File: config.mk
export PLATFORM = sky130hd
export DESIGN_NAME = demux_rr_sched_flat
export DESIGN_NICKNAME = d
export VERILOG_FILES = /design/src/rtl/demux_rr_sched_if.sv /design/src/rtl/demux_rr_sched.sv /design/src/flat_wrapper.sv
export SDC_FILE = /design/constraint.sdc
export NUM_CORES = 1
export LEC_CHECK = 0
export CORE_UTILIZATION = 31
export CTS_CLUSTER_DIAMETER = 50
export DETAILED_ROUTE_END_ITERATION = 6
export GPL_ROUTABILITY_DRIVEN = 0
export MAX_ROUTING_LAYER = met4
export PLACE_DENSITY = 0.79
export SLEW_MARGIN = 25
export SYNTH_ARGS = -nofsm -noshare
export SYNTH_HDL_FRONTEND = slang
export SYNTH_SLANG_ARGS = --single-unit
File: constraint.sdc
create_clock -name clk -period 2.2 [get_ports clk]
set_input_delay 0.33 -clock clk [delete_from_list [all_inputs] [get_ports clk]]
set_output_delay 0.33 -clock clk [all_outputs]
set_load 0.05 [all_outputs]
File: src/rtl/demux_rr_sched_if.sv
// Stream and demux-control bundle between one producer, the round-robin scheduler and four consumers.
// master: producer/consumer side; slave: the scheduler.
interface demux_rr_sched_if #(
  parameter int unsigned DATA_W = 8
);
  logic [3:0]        en_mask;
  logic              in_valid;
  logic              in_ready;
  logic [DATA_W-1:0] in_data;
  logic              in_last;
  logic [3:0]        out_valid;
  logic [3:0]        out_ready;
  logic [DATA_W-1:0] out_data;
  logic              out_last;
  logic [1:0]        s;
  logic              busy;

  modport master (
    output en_mask, in_valid, in_data, in_last, out_ready,
    input  in_ready, out_valid, out_data, out_last, s, busy
  );

  modport slave (
    input  en_mask, in_valid, in_data, in_last, out_ready,
    output in_ready, out_valid, out_data, out_last, s, busy
  );
endinterface

File: src/rtl/demux_rr_sched.sv
// Round-robin burst scheduler steering one stream onto a 1x4 demux via registered select s.
// Optional burst cap enabled by defining DEMUX_RR_SCHED_BURST_CAP_EN.
module demux_rr_sched #(
  parameter int unsigned DATA_W    = 8,
  parameter int unsigned MAX_BEATS = 16
) (
  input logic              clk,
  input logic              rst,
  demux_rr_sched_if.slave  bus
);

  typedef enum logic {IDLE, XFER} state_t;

  // Elaboration-time range guard on the burst cap
  if (MAX_BEATS < 1 || MAX_BEATS > 255) begin : g_bad_max_beats
    $error("MAX_BEATS out of range 1..255");
  end

  state_t            state_q, state_d;
  logic [1:0]        ptr_q, ptr_d;
  logic [1:0]        s_q, s_d;
  logic              pick_found_c;
  logic [1:0]        pick_c;
  logic [1:0]        idx_c;
  logic              cap_c;
  logic              in_ready_c;
  logic [3:0]        out_valid_c;
  logic              out_last_c;
  logic [DATA_W-1:0] data_c;

  // First enabled channel scanning upward from ptr+1
  always_comb begin
    pick_found_c = 1'b0;
    pick_c       = 2'd0;
    idx_c        = 2'd0;
    for (int i = 0; i < 4; i++) begin
      idx_c = ptr_q + 2'(i + 1);
      if (!pick_found_c && bus.en_mask[idx_c]) begin
        pick_found_c = 1'b1;
        pick_c       = idx_c;
      end
    end
  end

`ifdef DEMUX_RR_SCHED_BURST_CAP_EN
  logic [7:0] beat_cnt_q;

  // Beats accepted in the current burst, saturating
  always_ff @(posedge clk or posedge rst) begin
    if (rst) begin
      beat_cnt_q <= 8'd0;
    end else if (state_q == IDLE) begin
      beat_cnt_q <= 8'd0;
    end else if (bus.in_valid && in_ready_c && beat_cnt_q != 8'd255) begin
      beat_cnt_q <= beat_cnt_q + 8'd1;
    end
  end

  assign cap_c = (beat_cnt_q == 8'(MAX_BEATS - 1));
`else
  assign cap_c = 1'b0;
`endif

  // Next state and combinational steering
  always_comb begin
    state_d     = state_q;
    ptr_d       = ptr_q;
    s_d         = s_q;
    in_ready_c  = 1'b0;
    out_valid_c = 4'b0000;
    out_last_c  = 1'b0;
    case (state_q)
      IDLE: begin
        if (bus.in_valid && pick_found_c) begin
          s_d     = pick_c;
          state_d = XFER;
        end
      end
      XFER: begin
        in_ready_c       = bus.out_ready[s_q];
        out_valid_c[s_q] = bus.in_valid;
        out_last_c       = bus.in_last | cap_c;
        if (bus.in_valid && in_ready_c && (bus.in_last || cap_c)) begin
          ptr_d   = s_q;
          state_d = IDLE;
        end
      end
      default: state_d = IDLE;
    endcase
  end

  always_ff @(posedge clk or posedge rst) begin
    if (rst) begin
      state_q <= IDLE;
      ptr_q   <= 2'd3;
      s_q     <= 2'd0;
    end else begin
      state_q <= state_d;
      ptr_q   <= ptr_d;
      s_q     <= s_d;
    end
  end

  assign data_c        = bus.in_data;
  assign bus.out_data  = data_c;
  assign bus.in_ready  = in_ready_c;
  assign bus.out_valid = out_valid_c;
  assign bus.out_last  = out_last_c;
  assign bus.s         = s_q;
  assign bus.busy      = (state_q == XFER);

endmodule

File: src/flat_wrapper.sv
// flat-port wrapper written by rule: the top's interface ports become plain ports
module demux_rr_sched_flat 
#(
  parameter int unsigned DATA_W    = 8,
  parameter int unsigned MAX_BEATS = 16
)
  (clk, rst, bus_en_mask, bus_in_valid, bus_in_data, bus_in_last, bus_out_ready, bus_in_ready, bus_out_valid, bus_out_data, bus_out_last, bus_s, bus_busy);
  demux_rr_sched_if #(.DATA_W(DATA_W)) bus_i ();
  input logic clk;
  input logic rst;
  input wire logic [$bits(bus_i.en_mask)-1:0] bus_en_mask;
  input wire logic [$bits(bus_i.in_valid)-1:0] bus_in_valid;
  input wire logic [$bits(bus_i.in_data)-1:0] bus_in_data;
  input wire logic [$bits(bus_i.in_last)-1:0] bus_in_last;
  input wire logic [$bits(bus_i.out_ready)-1:0] bus_out_ready;
  output wire logic [$bits(bus_i.in_ready)-1:0] bus_in_ready;
  output wire logic [$bits(bus_i.out_valid)-1:0] bus_out_valid;
  output wire logic [$bits(bus_i.out_data)-1:0] bus_out_data;
  output wire logic [$bits(bus_i.out_last)-1:0] bus_out_last;
  output wire logic [$bits(bus_i.s)-1:0] bus_s;
  output wire logic [$bits(bus_i.busy)-1:0] bus_busy;
  assign bus_i.en_mask = bus_en_mask;
  assign bus_i.in_valid = bus_in_valid;
  assign bus_i.in_data = bus_in_data;
  assign bus_i.in_last = bus_in_last;
  assign bus_i.out_ready = bus_out_ready;
  assign bus_in_ready = bus_i.in_ready;
  assign bus_out_valid = bus_i.out_valid;
  assign bus_out_data = bus_i.out_data;
  assign bus_out_last = bus_i.out_last;
  assign bus_s = bus_i.s;
  assign bus_busy = bus_i.busy;
  demux_rr_sched #(.DATA_W(DATA_W), .MAX_BEATS(MAX_BEATS)) u_core (.clk(clk), .rst(rst), .bus(bus_i));
endmodule
---- After elaboration in Yosys (flattened, before gate mapping) ----
Index checks and enable logic that the tools add are counted.
cells by class
  multiply operators ...................... 0
  bitwise gates (word level) .............. 2
  divide/modulo/power cells ............... 0
  magnitude comparators ................... 6
  add/sub/neg operators ................... 3
  reductions and logical operators ........ 12
  mux-type cells .......................... 26
  equal/unequal tests ..................... 0
  shift-type cells ........................ 0
operators with widths
  kind                                                        number
  less-than comparator 2 x 3 -> 1 bit, second input constant  5
  two-way mux 1 bit                                           14
  binary-select mux 1 bit (select 2 bit)                      5
  two-way mux 2 bit                                           4
  logical AND 1 bit                                           7
  adder 2 bit, second input constant                          2
  AND 4 bit                                                   1
  two-way mux 4 bit                                           1
  AND reduction 2 bit                                         2
  logical NOT 1 bit                                           3
  adder 2 x 1 -> 2 bit, second input constant                 1
  demux 1 bit (select 2 bit)                                  1
  >= comparator 2 x 1 -> 1 bit, second input constant         1
  one-hot mux 1 bit (2 select lines)                          1
  inverter 1 bit                                              1
storage, ports and cells
  word-level logic and storage cells ...... 52
  memory bits (read-only) ................. 0
  latch bits .............................. 0
  register bits ........................... 5
  bits in writable memories ............... 0
  bits of input ports ..................... 20
  memories kept ........................... 0

---- Logic depth before layout (Yosys ltp) ----
Gate-level depths: netlist (run 1).
  word-level depth ........................ 16
  mapped depth ............................ 5
  mapped depth without buffers ............ 4

---- Worst setup path before layout (run 1) ----
OpenSTA, ideal clock, no wires.
  path type ............................... register to output
  start point ............................. register u_core.s_q[1] (netlist: u_core.bus.s[1])
  end point ............................... output bus_out_valid[2]
  data arrival time ....................... 1.904 ns
  data required time ...................... 1.870 ns
  setup slack ............................. -0.034 ns
  stages on the path, launching flop included .. 3
  cells stage by stage .................... dfrtp_1 > inv_1 > nor3_1
between the ends
  word-level cells in the longest chain between the ends .. 6
  elaborated cells between the ends (all ways) .. 7
  classes of those cells .................. order compare: 2; mux: 3; bitwise: 1; reduce/logical: 1
ends and longest elaborated chain
  item                                                                                                              line                   source
  start, declared                                                                                                   demux_rr_sched.sv:21   logic [1:0] s_q, s_d;
  start signal, assigned                                                                                            demux_rr_sched.sv:96   s_q <= 2'd0;
  start signal, assigned                                                                                            demux_rr_sched.sv:100  s_q <= s_d;
  less-than comparator 2 x 3 -> 1 bit (implied by the code) / >= comparator 2 x 1 -> 1 bit (equally long branches)  demux_rr_sched.sv:81   out_valid_c[s_q] = bus.in_valid;
  logical AND 1 bit (implied by the code)                                                                           demux_rr_sched.sv:81
  two-way mux 1 bit (implied by the code)                                                                           demux_rr_sched.sv:81
  demux 1 bit (select 2 bit) (*)                                                                                    --
  AND 4 bit (no source line) (*)                                                                                    --
  two-way mux 4 bit (*)                                                                                             demux_rr_sched.sv:72   case (state_q)
  end, declared                                                                                                     flat_wrapper.sv:17     output wire logic [$bits(bus_i.out_valid)-1:0] bus_out_valid;
Mark *: on every way between the ends. The rest lies on a longest branch, timed or not.

---- Final worst setup path (run 1) ----
  start point ............................. register u_core.s_q[0] (netlist: u_core.bus.s[0])
  end point ............................... output bus_in_ready
between the ends
  word-level cells in the longest chain between the ends .. 3
ends and longest elaborated chain
  item                                     line                  source
  binary-select mux 1 bit (select 2 bit)   demux_rr_sched.sv:80  in_ready_c = bus.out_ready[s_q];
  two-way mux 1 bit (implied by the code)  demux_rr_sched.sv:80
  two-way mux 1 bit                        demux_rr_sched.sv:72
  end, declared                            flat_wrapper.sv:16    output wire logic [$bits(bus_i.in_ready)-1:0] bus_in_ready;
No other way between the ends. The select of a mux whose other input is x is not followed.

==> metrics.md, run 1 <==
| Metric | Value |
|---|---|
| Final std cells w/o fill | `82` |
| Buf/Inv on CP | `1` |
| Crit-path slowest cell | `mux4_2` |
| Cts hold-fix bufs | `0` |
| WP data required | `1870 ps` |
| Outcome | `finished, final reports clean` |
| First-pass GRT wire length | `1338 um` |
| H-Tree Depth | `1` |
| Syn nets | `72` |
| 1st-iter DRT viols | `13` |
| Met2 WL | `501 um` |
| Slew @ Worst Pin | `525.9 ps` |
| Post CTS Setup Buffer Count | `0` |
| FF-to-FF Start | `u_core.bus.s[0]` |
| Clk_skew | `0.4326 ps` |
| Initial DRT Pass Iterations | `4` |
| Clk Latency, worst-skew pair | `230 ps` |
| Pins Over Slew Limit | `0` |
| Final Util | `51.47%` |
| Crit path from | `u_core.bus.s[0]` |
| FF+latch count, synth | `5` |
| Vias/cell | `5.098` |
| Met1 wire length | `339 um` |
| Die X | `39.80 um` |
| Most frequent cells in the layout | `clkdlybuf4s50_1, nor2_1, nand2_1, buf_12` |
| GRT Total Usage | `13.54%` |
| Worst Hold Class | `in2async` |
| Crit path capture type | `primary output` |
| DRC viols | `0` |
| Commonest non-fill, non-tap cell in the layout | `clkdlybuf4s50_1` |
| Critical path launch point type | `flip-flop` |
| Crit path max fanout | `7` |
| Worst R2R Setup Slack | `500 ps` |
| Worst stage delay on the critical path | `560 ps` |
| Crit Path Class | `reg2out` |
| Routed wl met3 | `111 um` |
| WP depth | `3` |
| Max Used Layer | `met3` |
| Final WS setup | `230.2 ps` |
| Largest delay contributor family on the critical path | `multiplexers` |
| Detail Route Antenna Nets | `0` |
| Final worst path period need | `1970 ps` |
| Final WL | `952 um` |
| Syn Std Cell Area | `442.9 um2` |
| Core Rows | `13` |
| Io pins | `37` |
| Die Ht | `39.80 um` |
| Leakage Power | `0.0002792 uW` |
| Clock Pin Slew Worst Setup and Hold Paths | `40 ps` |
| ANT cells | `0` |
| Initial Util | `33.62%` |
| EDFF count, synth | `0` |
| Number of vias in the routed layout | `418` |
| FF-to-FF path depth | `4` |
| Pwr dens | `1369 nW/um2` |
| Port Buffers | `20` |
| Worst-path cell chain | `mux4_2, and2_4, buf_4` |
| Die area | `1584 um2` |
| # clock sinks | `5` |
| Period utilization | `89.53%` |
| Post-DP HPWL | `767.1 um` |
| Core area | `1318 um2` |
| Seq/Total Area, Yosys | `28.81%` |
| Post-Syn Instances | `52` |
| Area grow syn2layout | `53.11%` |
| Reg2reg end | `u_core.ptr_q[1]` |
| Layout cells sized above 1 | `25.37%` |
| Placed cells | `78` |
| Max cap viols | `0` |
| Largest net degree at the start of global routing | `8` |
| WP data arrival | `1640 ps` |
| Main synth FF type | `dfrtp_1` |
| Maximum vdd drop | `0.3750 mV` |
| Fraction of registers with async set/reset | `100.0%` |
| WL per Instance | `11.61 um` |
| Initial antenna violation count | `0` |
| Final setup vio count | `0` |
| CTS tree | `built` |
| Hold Vio Cnt, Final | `0` |
| Worst Setup EP | `bus_in_ready` |
| Clock buffer depth | `2` |
| Post-CTS sizing | `0` |
| Pre-CTS WS | `300.6 ps` |
| Max-slew headroom | `64.86%` |
| Avg Inst Size Synth | `8.518 um2` |
| Global route overflow | `0` |
| Fmax | `507.7 MHz` |
| Yosys cell types | `24` |
| Fillers | `124` |
| Nets@finish | `88` |
| RSZ-0062 raised after global routing | `false` |
| CTS Buf Count | `3` |
| Vias in the first global route | `346` |
| Clock Tree Root | `clkbuf_4` |
| Yosys warnings | `0` |
| Setup tns final | `0 ps` |
## cells in the mapped netlist, types with 2 or more instances
library cell  number  area [um2]
a21o_1             2       15.01
a21oi_1            2       10.01
buf_4              9       67.56
dfrtp_1            3       75.07
dfstp_2            2       52.55
inv_1              3       11.26
mux2_1             2       22.52
mux2i_1            2       20.02
nand2_1            5       18.77
nand3_1            3       15.01
nor2_1             5       18.77
nor3_1             2       10.01
## layer usage
layer	vias up	track usage, %
li1	207	-
met1	187	11.34
met2	24	24.18
met3	0	2.841
met4	0	12.93
met5	-	-
## worst reg2reg max path, stage by stage, from the launching register on
cell and delay [ps]:
dfrtp_1 480, mux4_2 560, and2_4 180, nand3_2 80, mux2_1 320
## worst min-delay path by stage
stage / endpoint / cells after the start
final: u_core.bus.busy / 2
after global routing: u_core.bus.busy / 2
after CTS: u_core.bus.busy / 2
after detailed placement: u_core.bus.busy / 2
after global placement: u_core.bus.busy / 2
after floorplan: u_core.bus.busy / 1
## final cells by class
class / instances / area [um2] / share of cell area (%)
multi-input cells: 35 / 246.5 / 36.35
well taps: 15 / 18.77 / 2.768
repair buffers: 20 / 247.7 / 36.53
clock buffers: 4 / 26.28 / 3.875
inverters: 3 / 11.26 / 1.661
flip-flops and latches: 5 / 127.6 / 18.82
## per-stage QoR
stage | area [um2] | power, uW | hold slack, ps
2_1_floorplan | 452.9 | 650.4 | 107.1
3_3_place_gp | 651.9 | 818.7 | 534.8
3_5_place_dp | 651.9 | 830.6 | 544.6
4_1_cts | 678.2 | 936.9 | 293.4
5_1_grt | 678.2 | 976.6 | 311.9
6_report | 678.2 | 928.6 | 290.8
## cells by family (layout without fill, tap and decap cells)
family / after synthesis / after routing / share of synthesized area (%)
and+or+nand+nor: 22 / 22 / 25.71
DFF: 5 / 5 / 28.81
muxes: 5 / 5 / 14.69
buffers and inverters: 12 / 27 / 17.80
AOI/OAI and AO/OA: 8 / 8 / 13.00
## flip-flops by register name, indices dropped and copies added (netlist names)
register,flops
u_core.bus.s,2
u_core.ptr_q,2
u_core.bus.busy,1
## report_power, final
group | switching (uW) | total [uW] | internal (uW)
Combinational | 325 | 583 | 258
Sequential | 91.0 | 243 | 152
Clock | 33.8 | 102 | 68.3
Total | 450 | 929 | 479
No activity file was read; power rests on OpenSTA's default activity.
==> run 2: changes to the inputs <==
Settings changed: CAP_MARGIN set to 20.
==> results of run 2 <==
Final layout, timing and power as in run 1 (identical DEF).
==> run 3: changes to the inputs <==
==> constraint.sdc (replaced) <==
create_clock -name clk -period 2.2 [get_ports clk]
set_input_delay 0.44 -clock clk [delete_from_list [all_inputs] [get_ports clk]]
set_output_delay 0.44 -clock clk [all_outputs]
set_load 0.05 [all_outputs]
==> run 3 against run 2 <==
Effect of this change: non-clock buffer count is 1 higher; critical path depth is 1 higher; sequential share of layout area is 0.21 points lower; clock power hardly changed; global-route usage is 0.48 points higher; final area is 1.1% higher; critical path type is now in2out; critical endpoint unchanged; highest routed layer unchanged.
==> metrics.md, run 3 (same netlist as run 1, synthesis figures left out) <==
| Metric | Value |
|---|---|
| Core area | `1318 um2 (unchanged)` |
| Period utilization | `95.78% (+6.2 points)` |
| Port Buffers | `20 (unchanged)` |
| Initial antenna violation count | `0 (unchanged)` |
| Core Rows | `13 (unchanged)` |
| FF+latch area | `127.6 um2 (unchanged)` |
| Clk Latency, worst-skew pair | `240 ps (about the same)` |
| Outcome | `finished, final reports clean` |
| WP data arrival | `1670 ps (+30 ps)` |
| Crit Path Class | `in2out` |
| Worst Hold Class | `in2async` |
| Post-CTS sizing | `0 (unchanged)` |
| CTS Buf Count | `3 (unchanged)` |
| Placed cells | `79 (+1.3%)` |
| Fmax | `474.6 MHz (-6.5%)` |
| Final hold slack | `397.6 ps (+106.8 ps)` |
| RSZ-0062 raised after global routing | `false` |
| 1st-iter DRT viols | `5 (-8)` |
| Cts hold-fix bufs | `0 (unchanged)` |
| Commonest non-fill, non-tap cell in the layout | `clkdlybuf4s50_1` |
| GRT Total Usage | `14.03% (+0.48 points)` |
| Initial Util | `33.62% (unchanged)` |
| Vias in the first global route | `347 (+0.29%)` |
| H-Tree Depth | `1 (unchanged)` |
| Setup tns final | `0 ps (unchanged)` |
| Pins Over Slew Limit | `0 (unchanged)` |
| Clock Pin Slew Worst Setup and Hold Paths | `40 ps (about the same)` |
| Crit path max fanout | `2 (-5)` |
| Io pins | `37 (unchanged)` |
| Vias/cell | `5.084 (-0.26%)` |
| DRC viols | `0 (unchanged)` |
| Pwr dens | `1366 nW/um2 (-0.25%)` |
| WP data required | `1760 ps (-110 ps)` |
| Global route overflow | `0 (unchanged)` |
| Crit path capture type | `primary output` |
| Final standard cell area without fillers | `685.7 um2 (+1.1%)` |
| Leakage Power | `0.0002845 uW (+1.9%)` |
| # clock sinks | `5 (unchanged)` |
| Number of vias in the routed layout | `422 (+0.96%)` |
| Post CTS Setup Buffer Count | `0 (unchanged)` |
| Final worst path period need | `2107 ps (+137.4 ps)` |
| Pwr Total | `936.5 uW (+0.85%)` |
| Critical path launch point type | `input port` |
| Slew @ Worst Pin | `498.4 ps (-27.58 ps)` |
| Final std cells w/o fill | `83 (+1.2%)` |
| Nets@finish | `89 (+1.1%)` |
| Clock Tree Root | `clkbuf_4` |
| Detail Route Antenna Nets | `0 (unchanged)` |
| Area of the multi-input gates | `246.5 um2 (unchanged)` |
| Post-DP HPWL | `769.8 um (+0.35%)` |
| Layout cells sized above 1 | `26.47% (+1.1 points)` |
| Max-slew headroom | `66.67% (+1.8 points)` |
| Die area | `1584 um2 (unchanged)` |
| Area after DPL | `659.4 um2 (+1.2%)` |
| Final setup vio count | `0 (unchanged)` |
| Maximum vdd drop | `0.3410 mV (-9.1%)` |
| Clk_skew | `2.268 ps (+1.835 ps)` |
| Most frequent cells in the layout | `clkdlybuf4s50_1, nor2_1, nand2_1, buf_12` |
| CTS tree | `built` |
| Die X | `39.80 um (unchanged)` |
| Initial DRT Pass Iterations | `4 (unchanged)` |
| Fillers | `114 (-8.1%)` |
| Area grow syn2layout | `54.80%` |
| First-pass GRT wire length | `1400 um (+4.6%)` |
| WL per Instance | `11.49 um (-1.0%)` |
| Clock buffer depth | `2 (unchanged)` |
| Max cap viols | `0 (unchanged)` |
| Die Ht | `39.80 um (unchanged)` |
| Largest net degree at the start of global routing | `8 (unchanged)` |
| Final WL | `954 um (+0.21%)` |
| Hold Vio Cnt, Final | `0 (unchanged)` |
| ANT cells | `0 (unchanged)` |
==> run 3: metal layers <==
metal / up-vias / GRT usage (%) / share of wire [%]
met4: 0 / 12.93 / 0
met1: 195 / 12.37 / 38
met2: 19 / 24.59 / 51
met5: - / - / 0
met3: 0 / 2.841 / 11
li1: 208 / - / -
==> run 3: power by group <==
group	internal, uW	switching (uW)
combinational	263	325
clock	68.5	36.6
sequential	152	90.5
total	484	453
==> run 3: final timing paths <==
check / start / to / slack [ps] / cells after the start
max: bus_out_ready[3] / bus_in_ready / 90 / 4
min: rst / u_core.bus.s[0] / 400 / 2
max reg2reg: u_core.bus.s[0] / u_core.ptr_q[1] / 490 / 4
min reg2reg: u_core.ptr_q[1] / u_core.bus.s[1] / 590 / 2
max in group asynchronous: rst / u_core.ptr_q[0] / 1560 / 2
min in group clk: u_core.ptr_q[1] / u_core.bus.s[1] / 590 / 2
==> run 3: area by class of cell <==
type	count	area share, %
Clock buffer	4	3.832
Inverter	3	1.642
Multi-Input combinational cell	35	35.95
Sequential cell	5	18.61
Tap cell	15	2.737
Timing Repair Buffer	21	37.23
==> run 3: critical path: stages <==
cell and delay [ps]:
clkdlybuf4s50_1 390, mux4_2 480, and2_4 180, buf_4 180
==> run 3: stage by stage <==
| step | setup slack (ps) | utilization [%] |
|---|---|---|
| floorplan | 172.3 | - |
| global placement | 98.31 | 50.05 |
| global route | 56.39 | 52.04 |
| detailed placement | 82.61 | 50.05 |
| CTS | 85.63 | 52.04 |
| finish | 92.89 | 52.04 |
